## config.mk

```make
export PLATFORM = sky130hd
export DESIGN_NAME = spi_mult_frame_engine
export DESIGN_NICKNAME = d
export VERILOG_FILES = /design/src/rtl/spi_mult_frame_engine.sv
export SDC_FILE = /design/constraint.sdc
export NUM_CORES = 1
export LEC_CHECK = 0
export BUFFER_PORTS_ARGS = -buffer_cell sky130_fd_sc_hd__buf_2
export CAP_MARGIN = 20
export CORE_UTILIZATION = 47
export CTS_BUF_LIST = sky130_fd_sc_hd__clkbuf_4
export CTS_CLUSTER_DIAMETER = 80
export DETAILED_ROUTE_END_ITERATION = 12
export PLACE_DENSITY = 0.62
export SLEW_MARGIN = 40
export SYNTH_ARGS = -nofsm -noshare
export SYNTH_HDL_FRONTEND = slang
export SYNTH_SLANG_ARGS = --single-unit
```

## constraint.sdc

```tcl
create_clock -name clk -period 3.5 [get_ports clk]
set_input_delay 0.35 -clock clk [delete_from_list [all_inputs] [get_ports clk]]
set_output_delay 0.35 -clock clk [all_outputs]
set_load 0.03 [all_outputs]
```

## src/rtl/spi_mult_frame_engine.sv

```systemverilog
// SPI operand/product frame engine: receives operand A then B from the SPI
// slave, multiplies them with a shift-add unit and streams the product back
// MSB byte first over the slave's transmit handshake.
module spi_mult_frame_engine #(
  parameter int DATA_W         = 8,
  parameter int TIMEOUT_CYCLES = 4096
) (
  input  logic                clk,
  input  logic                reset,
  input  logic                rx_valid,
  input  logic [DATA_W-1:0]   rx_data,
  input  logic                tx_done,
  output logic                tx_start,
  output logic [DATA_W-1:0]   tx_data,
  output logic [2*DATA_W-1:0] result,
  output logic                result_valid,
  output logic                busy,
  output logic                overrun,
  output logic                timeout
);

  localparam int PW = 2*DATA_W;
  localparam int BW = (DATA_W > 1) ? $clog2(DATA_W) : 1;
  localparam int TW = $clog2(TIMEOUT_CYCLES + 1);
  localparam logic [BW-1:0] BIT_LAST = BW'(DATA_W - 1);
  localparam logic [TW-1:0] TO_LAST  = TW'(TIMEOUT_CYCLES - 1);

  typedef enum logic [2:0] {
    S_IDLE, S_GET_B, S_MULT, S_SEND_HI, S_SEND_LO
  } state_t;

  state_t          state, state_nxt;
  logic            rx_prev, tx_prev;
  logic            rx_evt, tx_evt;
  logic [PW-1:0]   mcand, acc, acc_sum;
  logic [DATA_W-1:0] mplier;
  logic [BW-1:0]   bit_cnt;
  logic [TW-1:0]   to_cnt, to_cnt_inc;
  logic            cap_a, cap_b, to_inc, to_fire, step, fin, load_lo, drop;

  // Strobes may be level-held; only rising edges are events. A tx_done edge
  // coincident with our own tx_start belongs to the previous byte, so mask it.
  assign rx_evt     = rx_valid & ~rx_prev;
  assign tx_evt     = tx_done & ~tx_prev & ~tx_start;
  assign acc_sum    = acc + (mplier[0] ? mcand : '0);
  assign to_cnt_inc = to_cnt + 1'b1;
  assign busy       = (state != S_IDLE);

  // Edge-history registers, running in every state
  always_ff @(posedge clk) begin
    if (reset) begin
      rx_prev <= 1'b0;
      tx_prev <= 1'b0;
    end else begin
      rx_prev <= rx_valid;
      tx_prev <= tx_done;
    end
  end

  // State register
  always_ff @(posedge clk) begin
    if (reset) state <= S_IDLE;
    else       state <= state_nxt;
  end

  // Next-state and datapath control decode
  always_comb begin
    state_nxt = state;
    cap_a     = 1'b0;
    cap_b     = 1'b0;
    to_inc    = 1'b0;
    to_fire   = 1'b0;
    step      = 1'b0;
    fin       = 1'b0;
    load_lo   = 1'b0;
    drop      = 1'b0;
    case (state)
      S_IDLE: begin
        if (rx_evt) begin
          cap_a     = 1'b1;
          state_nxt = S_GET_B;
        end
      end
      S_GET_B: begin
        // An arriving byte beats an expiring count in the same cycle
        if (rx_evt) begin
          cap_b     = 1'b1;
          state_nxt = S_MULT;
        end else if (to_cnt_inc == TO_LAST) begin
          to_fire   = 1'b1;
          state_nxt = S_IDLE;
        end else begin
          to_inc    = 1'b1;
        end
      end
      S_MULT: begin
        step = 1'b1;
        drop = rx_evt;
        if (bit_cnt == BIT_LAST) begin
          fin       = 1'b1;
          state_nxt = S_SEND_HI;
        end
      end
      S_SEND_HI: begin
        drop = rx_evt;
        if (tx_evt) begin
          load_lo   = 1'b1;
          state_nxt = S_SEND_LO;
        end
      end
      S_SEND_LO: begin
        // A byte landing as we return to IDLE is still a dropped byte
        drop = rx_evt;
        if (tx_evt) state_nxt = S_IDLE;
      end
      default: state_nxt = S_IDLE;
    endcase
  end

  // Operand, shift-add accumulator, counters and registered outputs
  always_ff @(posedge clk) begin
    if (reset) begin
      mcand        <= '0;
      mplier       <= '0;
      acc          <= '0;
      bit_cnt      <= '0;
      to_cnt       <= '0;
      tx_start     <= 1'b0;
      tx_data      <= '0;
      result       <= '0;
      result_valid <= 1'b0;
      overrun      <= 1'b0;
      timeout      <= 1'b0;
    end else begin
      tx_start     <= 1'b0;
      result_valid <= 1'b0;
      timeout      <= to_fire;
      if (cap_a) begin
        mcand   <= PW'(rx_data);
        to_cnt  <= '0;
        overrun <= 1'b0;
      end
      if (to_inc)  to_cnt <= to_cnt_inc;
      if (to_fire) mcand  <= '0;
      if (cap_b) begin
        mplier  <= rx_data;
        acc     <= '0;
        bit_cnt <= '0;
      end
      if (step) begin
        acc     <= acc_sum;
        mcand   <= mcand << 1;
        mplier  <= mplier >> 1;
        bit_cnt <= bit_cnt + 1'b1;
      end
      if (fin) begin
        result       <= acc_sum;
        result_valid <= 1'b1;
        tx_data      <= acc_sum[PW-1:DATA_W];
        tx_start     <= 1'b1;
      end
      if (load_lo) begin
        tx_data  <= acc[DATA_W-1:0];
        tx_start <= 1'b1;
      end
      if (drop) overrun <= 1'b1;
    end
  end

endmodule

```

# Yosys cells after proc, flatten, opt, wreduce, memory -nomap -nowiden
# Cells that the tools add are included.
# Widths: inputs -> output; s select.
dict set report totals {
  register_bits 89
  inputBits 12
  out_inout_bits 29
  elab_cells 87
}
dict set report op_classes {
  addsub 3
  n_eq_ne 11
  n_mux 40
  bitwise 6
  reduce_logical 11
}
# operator count
set op_table {}
lappend op_table {{$mux 16} 6}
lappend op_table {{$mux 13} 2}
lappend op_table {{$mux 3} 8}
lappend op_table {{$mux 1} 19}
lappend op_table {{$add 16x16->16} 1}
lappend op_table {{$mux 8} 2}
lappend op_table {{$pmux 3 s5} 1}
lappend op_table {{$mux 7} 2}
lappend op_table {{$add 13x1->13 const B} 1}
lappend op_table {{$eq 13x12->1 const B} 1}
lappend op_table {{$ne 2x2->1 const B} 4}
lappend op_table {{$reduce_bool 2->1} 4}
lappend op_table {{$eq 3x2->1 const B} 2}
lappend op_table {{$eq 3x3->1 const B} 2}
lappend op_table {{$reduce_bool 3->1} 2}
lappend op_table {{$reduce_or 3->1} 2}
lappend op_table {{$reduce_and 5->1} 1}
lappend op_table {{$add 3x1->3 const B} 1}
lappend op_table {{$and 1x1->1} 3}
lappend op_table {{$eq 3x1->1 const B} 1}
lappend op_table {{$logic_not 3->1} 1}
lappend op_table {{$ne 3x3->1 const B} 1}
lappend op_table {{$not 1->1} 3}
lappend op_table {{$reduce_or 2->1} 1}

# Depth between registers and ports, before layout
# Gate-level depths: netlist of run 1.
dict set report logic_depth {
  depth_word 7
  depth_mapped 10
  mapped_depth_nobuf 9
}

# Worst setup path after synthesis of run 1
# No wires, ideal clock.
dict set report synth_timing {
  path_kind {register -> register}
  startpoint {register mplier[0]}
  endpoint {register acc[14]}
  setup_ns 0.117
  arrival_time_ns 2.481
  required_time_ns 3.383
  slack_ns 0.902
  path_stages_with_launch 9
  path_buffers 2
  period_less_slack_ns 2.598
  path_cell_list {dfxtp_1 clkbuf_1 and2_1 ha_1 clkbuf_1 a2111oi_0 a211oi_1 or3_1 a32o_1}
}
dict set report synth_via {
  elab_chain_len 3
}
# item line
set synth_lines {}
lappend synth_lines {{start, declared} 36} ;# logic [DATA_W-1:0] mplier;
lappend synth_lines {{start signal, assigned} 146} ;# mplier <= rx_data;
lappend synth_lines {{start signal, assigned} 153} ;# mplier <= mplier >> 1;
lappend synth_lines {{$mux 16} 45} ;# assign acc_sum = acc + (mplier[0] ? mcand : '0);
lappend synth_lines {{$add 16x16->16} 45}
lappend synth_lines {{$mux 16} 150} ;# if (step) begin
lappend synth_lines {{end signal, assigned} 151} ;# acc <= acc_sum;
lappend synth_lines {{end, declared} 35} ;# logic [PW-1:0] mcand, acc, acc_sum;
# Every way passes these cells.
# A chain may end at the register's enable or synchronous reset.

# Final worst setup path of run 1
dict set report layout_timing {
  startpoint {register mplier[0]}
  endpoint {register tx_data[4]}
}
dict set report layout_via {
  elab_chain_len 4
}
# item line
set layout_lines {}
lappend layout_lines {{$mux 16} 45}
lappend layout_lines {{$add 16x16->16} 45}
lappend layout_lines {{$mux 8} 156} ;# if (fin) begin
lappend layout_lines {{$mux 8} 162} ;# if (load_lo) begin
lappend layout_lines {{end signal, assigned} 159} ;# tx_data <= acc_sum[PW-1:DATA_W];
lappend layout_lines {{end signal, assigned} 163} ;# tx_data <= acc[DATA_W-1:0];
lappend layout_lines {{end, declared} 14} ;# output logic [DATA_W-1:0] tx_data,
# Every way passes these cells. The select of a mux whose other input is x is not followed.

==> flow_metrics.py, run 1 <==
metrics = {
    "sta": {
        "fmax_mhz": 367,
        "maxSlewViolCount": 0,
        "tns_ns": 0,
        "setup_viol": 0,
        "timing.final.crit_share_pct": 78.0,
        "finalCriticalPeriod_ns": 2.73,
        "rsz0062_at_grt": "false",
        "hold_viol": 0,
        "final.setup_skew_ns": 0.0173,
        "slew_headroom_pct": 44.4,
        "worst_pin_slew_ns": 0.831,
    },
    "global_route": {
        "grt_pass1_vias": 3676,
        "grt_max_degree": 65,
        "grt_usage_pct": 23.2,
        "antenna_found_initial": 0,
        "grt_first_pass_wirelength_um": 18300,
        "gr-total-overflow": 0,
    },
    "clocking": {
        "clock_path_buffers": 2,
        "post_cts_buffers": 0,
        "numClockSinks": 89,
        "h-tree-depth": 3,
        "clk_root_buffer_cell": "clkbuf_4",
        "clk_pin_slew_ns": 0.14,
        "cts_resized": 0,
        "cts_buffers": 9,
        "hold_buffers": 0,
        "clock_latency_ns": 0.45,
        "cts_tree": "built",
    },
    "logic_synthesis": {
        "yosysTopAreaCell": "dfxtp_1",
        "synth_enable_flop_cells": 0,
        "synthTopCellsByArea": "dfxtp_1, ha_1, nand2_1",
        "yosysWarnings": 0,
        "yosysSeqAreaShare_pct": 39.6,
        "ys_types": 57,
        "synth-async-reset-ratio_pct": 0,
        "synth_seq_cells": 89,
        "mappedNetlistNets": 555,
        "syn_inst": 523,
        "synth_area_sq_um": 4500,
        "synth_flop_cell": "dfxtp_1",
        "yosys.area.top_type_share_pct": 39.6,
        "syn_avg_cell_area_sq_um": 8.60,
    },
    "setup_path": {
        "crit_path_start_kind": "flop",
        "crit_arrival_ns": 3.05,
        "cp-endpoint": "tx_data[4]",
        "ff2ff_path_depth": 7,
        "r2r-start": "mplier[0]",
        "criticalPathCategory": "reg -> reg",
        "crit_start": "mplier[0]",
        "cp.required_ns": 3.82,
        "path_max_fanout": 17,
        "r2r_setup_slack_ns": 0.77,
        "end_kind": "flop",
        "rr_endpoint": "tx_data[4]",
    },
    "placement": {
        "portBuffers": 40,
        "hpwl_um": 7630,
        "gp_congestion": 0.864,
    },
    "pwr": {
        "power_w": 0.00205,
        "p_per_area_nw_per_um2": 413,
        "p_leak_nw": 2.04,
        "vdd_drop_max_uv": 172,
    },
    "detailed_routing": {
        "drc_errors": 0,
        "drt_iter0_markers": 201,
        "wl_um": 10800,
        "via_per_inst": 5.71,
        "ant_nets": 0,
        "via_count": 3935,
        "first_pass_iters": 4,
        "post_drt_wl_per_cell_um": 15.7,
    },
    "floorplanning": {
        "dieArea_sq_um": 9960,
        "num_rows": 35,
        "die_x_um": 99.8,
        "fp.dieH_um": 99.8,
        "start_util_pct": 48.7,
        "coreArea_sq_um": 9240,
        "boundaryPins": 41,
    },
    "job": {
        "drv_cap": 0,
    },
    "layout": {
        "post-route-util_pct": 53.8,
        "areaGrowthSynthToFinish_pct": 10.5,
        "n_antenna_cell": 0,
        "nets": 587,
        "drive_gt1_share_pct": 14.3,
    },
    "min_path": {
        "hold_class": "in -> reg",
    },
    "outcome": {
        "status": "completed",
    },
}
==> placed cells by master (no fill, tap or decap), types with 4 or more instances in the layout <==
master and n:
a31oi_1 6, o221ai_1 6, xnor2_1 11, o22ai_1 4, inv_1 14, a22o_1 12, xor2_1 4, a21oi_1 39
a21o_1 7, and2_1 16, nand3b_1 4, nor2_1 37, buf_4 11, a22oi_1 17, nand4_1 4, nand2_1 54
and3_1 4, o211ai_1 5, clkbuf_4 11, dfxtp_1 89, nand3_1 23, nand2b_1 4, nor2b_1 7, ha_1 19
buf_2 40, nor3_1 8, o21ai_0 23, mux2i_1 12, o2bb2ai_1 7, a211oi_1 16
==> worst min-delay path by stage <==
| stage | startpoint | endpoint | slack (ns) | depth (start not counted) |
|---|---|---|---|---|
| after global routing | tx_done | tx_prev | 0.15 | 2 |
| after floorplan | acc[11] | acc[11] | 0.43 | 2 |
| after detailed placement | result[6] | result[6] | 0.44 | 2 |
| after CTS | tx_done | tx_prev | 0.10 | 2 |
| after global placement | result[9] | result[9] | 0.44 | 2 |
| final | tx_done | tx_prev | 0.12 | 2 |
==> logic make-up (layout without fill, tap and decap cells) <==
logic type                 Yosys count  after routing  share of synthesized area, %
DFF                                 89             89                          39.6
and+or+nand+nor                    178            178                          19.4
buffers and inverters               44             81                          3.87
adders and majority gates           20             20                          5.73
xor gates and xnor gates            15             15                          2.92
muxes                               15             15                          3.51
AOI/OAI and AO/OA                  162            162                          25.0
==> worst max-delay path, stage by stage (launching register included) <==
cell and delay (ns):
dfxtp_1 0.62, and2_1 0.20, ha_1 0.31, a2111oi_1 0.64, a21o_1 0.23, o21ai_0 0.12
xnor2_1 0.34, o22ai_1 0.14
==> final cells by class <==
cell class	instances	area [sq um]
clock buffers	11	82.6
clock inverters	5	56.3
multi-input cells	390	2550
inverters	14	52.6
repair buffers	51	283
well taps	129	161
fillers	917	4270
flip-flops and latches	89	1780
==> cell usage after synthesis, drive strengths merged, types with 5 or more instances <==
cell,n
nand4,5
ha,19
nand2,54
and2,16
a22oi,17
nor2b,7
a21oi,39
a21o,7
inv,14
dfxtp,89
mux2i,12
xnor2,11
o211ai,5
clkbuf,28
nor3,8
o2bb2ai,7
a22o,12
o21ai,23
a211oi,17
o221ai,6
a31oi,6
nor2,38
nand3,23
==> registers in the layout, indices dropped and copies added (netlist names), 3 cells and up <==
signal,cells
state,3
acc,16
bit_cnt,3
to_cnt,13
tx_data,8
mplier,8
mcand,16
result,16
==> metal layers <==
layer  track usage [%]  wire length (um)  up-vias
met3              3.27               263       16
met1              31.4              5200     1869
met4              8.94               208        0
li1                  -                 -     1988
met2              37.6              5150       62
met5                 0                 0        -
==> power breakdown <==
part	switching, W	internal [W]	total [W]
Combinational	0.000214	0.000127	0.000341
Clock	0.000357	0.000233	0.000591
Sequential	0.0000579	0.00106	0.00112
==> stage by stage <==
step	cell area [sq um]	hold slack, ns	std cells	worst slack [ns]
floorplan	4500	0.432	523	0.902
global placement	4820	0.441	673	0.811
detailed placement	4830	0.445	673	0.748
CTS	4970	0.100	689	0.715
global route	4970	0.146	689	0.476
finish	4970	0.121	689	0.772
Power figures use the tool's default switching activity.
==> run 2, diff against run 1 <==
clock period = 2.7 ns   (was 3.5 ns; I/O delays follow)
==> run 2 against run 1 <==
Compared with the run above:
- sequential power increased by 29%
- register-to-register slack got worse by 0.55 ns
- first-iteration DRC count is 33% lower
- clock skew down 0.0048 ns
- non-clock buffer count increased by 10
- combinational power is 34% higher
- critical endpoint is now acc[12]
- design area up 1.9%
- highest routed layer unchanged
- critical path type unchanged
- largest power group unchanged
- final cell count grew 1.3%
- global-route usage up 0.33 points
- worst setup slack got worse by 0.55 ns
- hold slack lost 0.067 ns
==> flow_metrics.py, run 2 (synthesis gave the netlist of run 1 again) <==
metrics = {
    "floorplanning": {
        "die_x_um": 99.8,
        "dieArea_sq_um": 9960,
        "start_util_pct": 48.7,
        "coreArea_sq_um": 9240,
        "boundaryPins": 41,
        "num_rows": 35,
        "fp.dieH_um": 99.8,
    },
    "global_route": {
        "grt_first_pass_wirelength_um": 18400,
        "antenna_found_initial": 0,
        "grt_usage_pct": 23.5,
        "grt_pass1_vias": 3838,
        "grt_max_degree": 41,
        "gr-total-overflow": 0,
    },
    "detailed_routing": {
        "drc_errors": 0,
        "ant_nets": 0,
        "post_drt_wl_per_cell_um": 15.7,
        "via_count": 3969,
        "via_per_inst": 5.69,
        "first_pass_iters": 4,
        "wl_um": 11000,
        "drt_iter0_markers": 135,
    },
    "layout": {
        "drive_gt1_share_pct": 16.3,
        "final_cell_mix": "dfxtp_1, nand2_1, buf_2",
        "areaGrowthSynthToFinish_pct": 12.6,
        "n_antenna_cell": 0,
        "reg_top3": "acc x16, mcand x16, result x16",
        "nets": 597,
        "final_common_cell": "dfxtp_1",
    },
    "clocking": {
        "cts_tree": "built",
        "clk_root_buffer_cell": "clkbuf_4",
        "clock_path_buffers": 2,
        "clk_pin_slew_ns": 0.14,
        "clock_latency_ns": 0.43,
        "numClockSinks": 89,
        "cts_buffers": 9,
        "h-tree-depth": 3,
    },
    "setup_path": {
        "rr_endpoint": "acc[12]",
        "crit_family": "compound AO/OA/AOI/OAI gates",
        "cp-endpoint": "acc[12]",
        "cp.required_ns": 3.05,
        "criticalPathCategory": "reg -> reg",
        "ff2ff_path_depth": 9,
        "crit_chain": "and2_1 -> ha_1 -> fa_1 -> a211oi_2 -> or2_2 -> a21o_1 -> o21ai_0 -> xnor2_2 -> o31ai_1",
        "slowest_delay_ns": 0.47,
        "critical_path_cell_count": 9,
        "crit_start": "mplier[0]",
        "crit_slowest_cell": "dfxtp_2",
        "path_buf_inv": 0,
        "path_max_fanout": 17,
        "crit_path_start_kind": "flop",
        "r2r_setup_slack_ns": 0.22,
        "r2r-start": "mplier[0]",
        "crit_arrival_ns": 2.82,
        "end_kind": "flop",
    },
    "pwr": {
        "vdd_drop_max_uv": 241,
        "p_leak_nw": 2.08,
        "p_per_area_nw_per_um2": 522,
    },
    "sta": {
        "tns_ns": 0,
        "maxSlewViolCount": 0,
        "rsz0062_at_grt": "true",
        "worst_pin_slew_ns": 0.795,
        "hold_viol": 0,
        "timing.final.crit_share_pct": 91.7,
        "fmax_mhz": 404,
        "setup_viol": 0,
        "slew_headroom_pct": 46.6,
        "hold_ws_ns": 0.0541,
        "finalCriticalPeriod_ns": 2.48,
        "final.setup_skew_ns": 0.0126,
    },
    "placement": {
        "hpwl_um": 8020,
        "gp_congestion": 0.911,
        "portBuffers": 40,
    },
    "outcome": {
        "status": "completed",
    },
    "min_path": {
        "hold_class": "in -> reg",
    },
    "job": {
        "drv_cap": 0,
    },
}
-- run 2: cell types whose count changed in the layout (fill, tap and decap cells not counted), sizes merged --
cell,delta
clkbuf,-2
clkinv,+1
buf,+10
-- run 2: area by class of cell --
class	instances	area [sq um]
multi-input cells	390	2580
flip-flops and latches	89	1780
clock inverters	6	60.1
clock buffers	9	67.6
well taps	129	161
inverters	14	52.6
repair buffers	61	358
fillers	900	4180
-- run 2: repair_timing --
item / 4_1_cts / 5_1_grt
endpoints found under the setup margin: 2 / 11
hold buffers: 0 / 0
pin swaps: 0 / 0
gates resized for setup: 1 / 5
buffers inserted: 0 / 0
endpoints found under the hold margin: 0 / 0
-- run 2: metrics by stage --
| stage | cell area (sq um) | total power, W | utilization (%) | setup slack [ns] | cells |
|---|---|---|---|---|---|
| global route | 5060 | 0.00278 | 54.8 | -0.00213 | 698 |
| floorplan | 4500 | 0.00179 | - | 0.102 | 523 |
| finish | 5060 | 0.00264 | 54.8 | 0.225 | 698 |
| CTS | 5040 | 0.00266 | 54.5 | 0.0778 | 698 |
| detailed placement | 4910 | 0.00193 | 53.1 | -0.00919 | 683 |
| global placement | 4900 | 0.00192 | 53.0 | 0.0590 | 683 |
-- run 2: per-layer routing --
layer  vias up  global-route usage, %  share of wire, %
met2        74                   38.8                48
met4         0                   9.50               2.1
met5         -                      0                 0
met1      1878                   30.5                47
li1       1997                      -                 -
met3        20                   4.18               3.3
-- run 2: power by group --
part           internal (W)  switching (W)  total (W)  leakage (nW)
Clock              0.000273       0.000460   0.000733        0.0692
Combinational      0.000169       0.000288   0.000457          1.30
Sequential          0.00138      0.0000713    0.00145         0.720
Total               0.00182       0.000820    0.00264          2.08
-- run 2: worst min path at each step --
stage                         start        end  depth (start not counted)
after floorplan            rx_valid    rx_prev                          1
after global placement    result[9]  result[9]                          2
after detailed placement  result[8]  result[8]                          2
after CTS                   tx_done    tx_prev                          2
after global routing        tx_done    tx_prev                          2
final                       tx_done    tx_prev                          2
